===== src/rtl/io_handshake_unit.sv =====
// -----------------------------------------------------------------------------
// io_handshake_unit
// Responds to the control unit's Input, Output and HALT strobes. An Input
// stalls the processor until the user presses the debounced enter button,
// then offers the synchronised switch value for one register-write cycle.
// An Output latches the register value into the display register. A HALT
// freezes the processor until reset.
//
// Optional feature (macro IO_OUTPUT_WAIT_EN): when defined, an Output also
// stalls the processor in an OUT_WAIT state until the user presses enter.
//
// Ports:
//   clock, reset     system clock, synchronous active-high reset
//   input_flag       current instruction is Input
//   output_flag      current instruction is Output
//   halt             current instruction is HALT
//   out_data         register value to display
//   switches         raw asynchronous user switches
//   enter_btn        raw asynchronous enter push-button, active-high
//   stall            freezes PC and register-file write (combinational)
//   in_data          zero-extended synchronised switches
//   in_valid         one-cycle write strobe for in_data (combinational)
//   display_value    last value output
//   display_valid    set on first output, sticky until reset
//   waiting_input    LED, high while waiting for a press
//   halted           processor halted
// -----------------------------------------------------------------------------
module io_handshake_unit #(
    parameter int unsigned DATA_W          = 32,
    parameter int unsigned SW_W            = 16,
    parameter int unsigned DEBOUNCE_CYCLES = 4
) (
    input  logic              clock,
    input  logic              reset,
    input  logic              input_flag,
    input  logic              output_flag,
    input  logic              halt,
    input  logic [DATA_W-1:0] out_data,
    input  logic [SW_W-1:0]   switches,
    input  logic              enter_btn,
    output logic              stall,
    output logic [DATA_W-1:0] in_data,
    output logic              in_valid,
    output logic [DATA_W-1:0] display_value,
    output logic              display_valid,
    output logic              waiting_input,
    output logic              halted
);

    localparam int unsigned CNT_W = (DEBOUNCE_CYCLES > 1) ? $clog2(DEBOUNCE_CYCLES) : 1;
    localparam logic [CNT_W-1:0] CNT_MAX = CNT_W'(DEBOUNCE_CYCLES - 1);

    // Switch bank must fit inside the datapath word.
    generate
        if (SW_W > DATA_W) begin : g_bad_sw_w
            $error("io_handshake_unit: SW_W must not exceed DATA_W");
        end
    endgenerate

    typedef enum logic [2:0] {
        ST_IDLE         = 3'd0,
        ST_WAIT_PRESS   = 3'd1,
        ST_WAIT_RELEASE = 3'd2,
        ST_HALTED       = 3'd3
`ifdef IO_OUTPUT_WAIT_EN
        ,
        ST_OUT_WAIT     = 3'd4
`endif
    } state_e;

    // Two-flop synchronisers
    logic [SW_W-1:0] sw_meta_q;
    logic [SW_W-1:0] sw_sync_q;
    logic            btn_meta_q;
    logic            btn_sync_q;

    // Debouncer
    logic             btn_db_q;
    logic             btn_db_d;
    logic [CNT_W-1:0] db_cnt_q;
    logic [CNT_W-1:0] db_cnt_d;
    logic             press_q;
    logic             press_d;

    // FSM and display
    state_e            state_q;
    state_e            state_d;
    logic              stall_c;
    logic              in_valid_c;
    logic              disp_load_c;
    logic [DATA_W-1:0] display_value_q;
    logic              display_valid_q;

    // Synchronise the asynchronous board inputs.
    always_ff @(posedge clock) begin
        if (reset) begin
            sw_meta_q  <= '0;
            sw_sync_q  <= '0;
            btn_meta_q <= 1'b0;
            btn_sync_q <= 1'b0;
        end else begin
            sw_meta_q  <= switches;
            sw_sync_q  <= sw_meta_q;
            btn_meta_q <= enter_btn;
            btn_sync_q <= btn_meta_q;
        end
    end

    // The level only flips after DEBOUNCE_CYCLES consecutive differing samples;
    // the press strobe is raised on the same edge that btn_db rises.
    always_comb begin
        btn_db_d = btn_db_q;
        db_cnt_d = '0;
        press_d  = 1'b0;
        if (btn_sync_q != btn_db_q) begin
            if (db_cnt_q == CNT_MAX) begin
                btn_db_d = btn_sync_q;
                press_d  = btn_sync_q;
            end else begin
                db_cnt_d = db_cnt_q + CNT_W'(1);
            end
        end
    end

    // Debouncer registers.
    always_ff @(posedge clock) begin
        if (reset) begin
            btn_db_q <= 1'b0;
            db_cnt_q <= '0;
            press_q  <= 1'b0;
        end else begin
            btn_db_q <= btn_db_d;
            db_cnt_q <= db_cnt_d;
            press_q  <= press_d;
        end
    end

    // State register.
    always_ff @(posedge clock) begin
        if (reset) begin
            state_q <= ST_IDLE;
        end else begin
            state_q <= state_d;
        end
    end

    // Next state, stall and write strobe. A press that peaks while still in
    // IDLE is a one-cycle pulse and is gone by the time WAIT_PRESS is entered.
    always_comb begin
        state_d     = state_q;
        stall_c     = 1'b0;
        in_valid_c  = 1'b0;
        disp_load_c = 1'b0;
        case (state_q)
            ST_IDLE: begin
                if (halt) begin
                    state_d = ST_HALTED;
                end else if (input_flag) begin
                    state_d = ST_WAIT_PRESS;
                    stall_c = 1'b1;
                end else if (output_flag) begin
                    disp_load_c = 1'b1;
`ifdef IO_OUTPUT_WAIT_EN
                    state_d = ST_OUT_WAIT;
`endif
                end
            end
            ST_WAIT_PRESS: begin
                if (press_q) begin
                    in_valid_c = 1'b1;
                    state_d    = ST_WAIT_RELEASE;
                end else begin
                    stall_c = 1'b1;
                end
            end
            ST_WAIT_RELEASE: begin
                // A follow-on Input is held here until the button is released.
                stall_c = input_flag;
                if (halt) begin
                    state_d = ST_HALTED;
                end else begin
                    disp_load_c = output_flag;
                    if (!btn_db_q) begin
                        state_d = ST_IDLE;
                    end
                end
            end
            ST_HALTED: begin
                stall_c = 1'b1;
            end
`ifdef IO_OUTPUT_WAIT_EN
            ST_OUT_WAIT: begin
                if (press_q) begin
                    state_d = ST_WAIT_RELEASE;
                end else begin
                    stall_c = 1'b1;
                end
            end
`endif
            default: begin
                state_d = ST_IDLE;
            end
        endcase
        // Reset aborts a pending accept in the same cycle.
        if (reset) begin
            in_valid_c = 1'b0;
        end
    end

    // Display register, sticky valid flag.
    always_ff @(posedge clock) begin
        if (reset) begin
            display_value_q <= '0;
            display_valid_q <= 1'b0;
        end else if (disp_load_c) begin
            display_value_q <= out_data;
            display_valid_q <= 1'b1;
        end
    end

    assign stall         = stall_c;
    assign in_valid      = in_valid_c;
    assign in_data       = DATA_W'(sw_sync_q);
    assign display_value = display_value_q;
    assign display_valid = display_valid_q;
    assign halted        = (state_q == ST_HALTED);
`ifdef IO_OUTPUT_WAIT_EN
    assign waiting_input = (state_q == ST_WAIT_PRESS) || (state_q == ST_OUT_WAIT);
`else
    assign waiting_input = (state_q == ST_WAIT_PRESS);
`endif

    // A write strobe must never coincide with a stall.
    a_valid_not_stalled : assert property (@(posedge clock) disable iff (reset)
        !(in_valid && stall));

endmodule

===== config.mk =====
export PLATFORM = sky130hd
export DESIGN_NAME = io_handshake_unit
export DESIGN_NICKNAME = d
export VERILOG_FILES = /design/src/rtl/io_handshake_unit.sv
export SDC_FILE = /design/constraint.sdc
export NUM_CORES = 1
export LEC_CHECK = 0
export CORE_MARGIN = 3
export CORE_UTILIZATION = 30
export DETAILED_ROUTE_END_ITERATION = 6
export GPL_ROUTABILITY_DRIVEN = 1
export PLACE_DENSITY_LB_ADDON = 0.1
export SYNTH_ARGS = -nofsm -noshare
export SYNTH_HDL_FRONTEND = slang
export SYNTH_SLANG_ARGS = --single-unit

===== constraint.sdc =====
create_clock -name clock -period 1.89 [get_ports clock]
set_clock_uncertainty 0.2 [all_clocks]
set_input_delay 0.378 -clock clock [delete_from_list [all_inputs] [get_ports clock]]
set_output_delay 0.378 -clock clock [all_outputs]
set_load 0.02 [all_outputs]

* Yosys cells after proc, flatten, opt, wreduce, memory -nomap -nowiden
Index checks and enable logic that the tools add are counted.
** Storage, ports and cells
- Input bits :: 54
- Memories :: 0
- Register bits :: 74
- ROM bits :: 0
- RAM bits :: 0
- Latch bits :: 0
- Word-level logic and storage cells :: 45
** Operators by class
- Equal/unequal tests :: 8
- Muxes and demuxes :: 18
- Divide/modulo/power cells :: 0
- $mul :: 0
- Reductions and logical operators :: 5
- Shifts and indexed selects :: 0
- Order comparisons :: 0
- Bitwise logic cells :: 3
- Add/subtract/negate cells :: 1
** Operator list (count)
- $mux 3 :: 5
- $pmux 3 s4 :: 1
- $mux 1 :: 10
- $eq 3x2->1 const B :: 2
- $ne 3x3->1 const B :: 2
- $reduce_or 3->1 :: 2
- $pmux 1 s4 :: 1
- $reduce_and 4->1 :: 1
- $eq 3x1->1 const B :: 1
- $logic_not 3->1 :: 1
- $not 1->1 :: 3
- $add 2x1->2 const B :: 1
- $eq 2x2->1 const B :: 1
- $ne 2x1->1 const B :: 1
- $pmux 1 s2 :: 1
- $reduce_and 2->1 :: 1
- $ne 1x1->1 :: 1

* Depth between registers and ports, before layout
- Depth in word-level cells :: 4
- Gate-level depth with buffers :: 5
- Gate-level depth less buffers :: 3

* Least setup slack after synthesis
OpenSTA, ideal clock, no wires.
- Kind :: in2out
- Start point :: in reset
- End point :: out in_valid
- Stages on the path :: 3
- Slack :: 0.307 ns
- Buffers on the path :: 2
- Arrival time :: 1.005 ns
- Data required time :: 1.312 ns
- Path through :: clkbuf_1 -> buf_2 -> nor2_1
** On the way
- Longest elaborated chain between the ends :: 1
** RTL lines
- start: declaration :: line 34 : input logic reset,
- $mux 1 :: line 205 : if (reset) begin
- end: declaration :: line 43 : output logic in_valid,
No other way between the ends.

* Worst setup path in the final report
- Start point :: reg state_q[0]
- End point :: out stall
** On the way
- Longest elaborated chain between the ends :: 2
- Elaborated cells on any way between the ends :: 5
- Classes of those cells :: eq/ne: 3; mux: 1; reduce/logical: 1
** RTL lines
- start: declaration :: line 86 : state_e state_q;
- start signal: assignment :: line 143 : state_q <= state_d;
- $eq 3x2->1 (tied with other cells) :: line 154 : case (state_q)
- $pmux 1 s4 (*) :: line 154
- end: declaration :: line 41 : output logic stall,
Every way passes the cells marked *; elsewhere a longest branch is shown, timed or not.

==> results by group <==
Outcome
  • Outcome: completed

Global routing
  • First-pass GRT wire length: between 9000 and 10,000 um
  • Largest net degree at the start of global routing: between 40 and 50
  • Total Routing Usage GR: around 11%
  • Initial antenna violation count: 0
  • Gr ovfl total: 0
  • Vias in the first global route: between 1,500 and 2,000

Detailed routing
  • Total number of vias: between 1,500 and 2,000
  • Iteration-0 DRC Markers: 39
  • WL/cell: between 10 and 15 um
  • Final wirelength: 5760 um
  • Via density: roughly 4
  • Post-DRT Antenna Nets: 0
  • TritonRoute pass-1 iters: 4
  • DRC Markers: 0

Finish
  • Most common cell after layout, fill and taps aside: dfxtp_1
  • Fin nets: roughly 420
  • Layout cells sized above 1: under 10%
  • Most frequent cells in the layout: 72 x dfxtp_1, 64 x nand2b_1, 54 x clkdlybuf4s50_1
  • Ant. Diodes: 0
  • Finished Layout Cells: between 400 and 500
  • Area Overhead vs Synth: 47.5%

Worst setup path
  • Critical R2R Launch: state_q[0]
  • Buffers and inverters on the worst path: 1
  • Worst r2r dst: display_value[31]
  • Crit-path leading delay family: flip-flops
  • CP required: 1.31 ns
  • Crit path from: state_q[0]
  • Sequence of cells on the critical path: mux2i_2, o22a_2, buf_4
  • R2r worst-path depth: 4
  • Worst path max stage delay: approximately 0.38 ns
  • Reg2reg setup slack: 0.26 ns
  • Kind of critical path: reg2out
  • CP max-delay cell: dfxtp_4
  • Crit path depth: 3
  • Critical Path Sink: stall
  • Critical path arrival: 1.26 ns
  • CP max FO: 4
  • Worst setup SP type: flip-flop
  • Critical Path End Type: output port

Timing
  • Crit share post-route: between 90% and 100%
  • Final-report hold violation count: 0
  • Slew Limit Fails: 0
  • Setup_tns: 0 ns
  • Final period demand of the worst path: 1.84 ns
  • # setup viols final: 0
  • Fmax: 0.544 GHz

Clock network
  • CTS tree: built
  • Clk root buf: clkbuf_8
  • Total CTS buffers: 9
  • Post-CTS Resized: 37
  • CTS Buffer Depth: 2
  • Clk_lat worst skew: between 0.3 and 0.4 ns
  • Sink Count: 73
  • Hold_buf cts: 0
  • CTS clock-pin slew for the worst setup and hold paths: 0.07 ns
  • Post-CTS Repair Setup Buffers: 0
  • Htree depth: 3

Power
  • Maximum vdd drop: between 0.0004 and 0.0005 V
  • Pwr Density: roughly 800 nW/um2
  • Power, Total: roughly 3.3 mW
  • Leakage power figure: roughly 2 nW

Yosys
  • Sequential fraction of the synthesis area: around 52%
  • Top cell type's share of synthesized area: a little over half
  • Cell taking the most area after synthesis: dfxtp_1
  • Syn Inst Count: between 200 and 300
  • Register bit total from synthesis: 73
  • Top cells by area, synth: dfxtp_1 52%, nand2b_1 14%, mux2i_1 12%, nor2b_1 7.6%, buf_4 4.3%
  • Post-synthesis instance area: 2800 um2
  • Syn Area/Cell: 10.9 um2
  • Yosys Warn Count: 0
  • Distinct cells, synth: 25

Min path
  • Worst Hold Class: reg2reg

Placement
  • Final RePlAce weighted congestion: 0.656
  • Placed Cells incl. Taps: about 460
  • Detail Placement HPWL: roughly 4000 um
  • PortBufs: approximately 110

Die
  • Die H: 103 um
  • Die area: between 10,000 and 15,000 um2
  • Core ar.: 8890 um2
  • Starting Density: between 30% and 40%
  • Total I/O pin count: 123
  • Row cnt: 34
  • Chip width: 103 um

Run
  • Max-cap violations: 0
[cells by family after synthesis]
| logic type | Yosys count | share of synthesized area, % |
|---|---|---|
| multiplexers | 34 | 12.1 |
| buffers and inverters | 33 | 8.62 |
| XOR/XNOR | 1 | 0.313 |
| flip-flops | 73 | 52.1 |
| other | 1 | 0.134 |
| adder cells (fa/ha/maj) | 1 | 0.446 |
| AO/OA/AOI/OAI | 4 | 1.25 |
| AND/OR/NAND/NOR | 111 | 25.0 |
[worst reg2reg max path, stage by stage (launching register included)]
cell	delay [ns]
dfxtp_4	0.36
buf_4	0.15
nor4b_4	0.31
buf_12	0.28
mux2i_1	0.25
[metal layers]
metal	track usage (%)	up-vias	part of all wire (%)
li1	-	1002	-
met1	13.5	883	43
met2	17.0	72	45
met3	6.09	5	10
met4	3.63	0	1.2
met5	0	-	0
[where the power goes]
part | switching, mW | internal [mW] | total, mW
registers | 0.0204 | 1.60 | 1.62
clock network | 0.598 | 0.659 | 1.26
logic | 0.188 | 0.233 | 0.422
total | 0.807 | 2.49 | 3.30
[how the worst min path moves through the flow]
stage,from,to,slack [ns],depth (start not counted)
global placement,db_cnt_q[0],db_cnt_q[0],0.21,1
CTS,db_cnt_q[0],db_cnt_q[0],0.23,1
finish,db_cnt_q[0],db_cnt_q[0],0.23,1
floorplan,db_cnt_q[0],db_cnt_q[0],0.20,1
detailed placement,db_cnt_q[0],db_cnt_q[0],0.21,1
global route,sw_meta_q[7],sw_sync_q[7],0.25,1
[final cells by class]
| type | count | area [um2] |
|---|---|---|
| fillers | 869 | 4760 |
| flip-flops and latches | 73 | 1470 |
| multi-input cells | 167 | 1170 |
| repair buffers | 114 | 1150 |
| clock buffers | 10 | 138 |
| well taps | 108 | 135 |
| clock inverters | 6 | 72.6 |
| inverters | 2 | 7.51 |
[Yosys cell counts (all sizes together)]
master	instances
dfxtp	73
nand2b	64
nor2b	35
mux2i	34
buf	21
clkbuf	10
nor2	4
a211oi	2
inv	2
nor3	2
and2	1
and2b	1
conb	1
ha	1
nand2	1
nor4b	1
nor4bb	1
o21ba	1
o22a	1
or3	1
xnor2	1
[through the flow]
stage               setup slack (ns)  area [um2]  hold WS (ns)  utilization [%]
finish                        0.0521        4130         0.227             46.5
global route                -0.00371        4130         0.254             46.5
CTS                          0.00107        4070         0.228             45.8
detailed placement            -0.431        3900         0.210             43.8
global placement              -0.433        3900         0.205             43.8
floorplan                      0.307        2860         0.197                -
[flip-flops by register name (all words and copies together), names as in the netlist]
register / cells
display_value: 32
sw_meta_q: 16
sw_sync_q: 16
db_cnt_q: 2
state_q: 2
btn_db_q: 1
btn_meta_q: 1
btn_sync_q: 1
display_valid: 1
press_q: 1
Power figures use the tool's default switching activity.
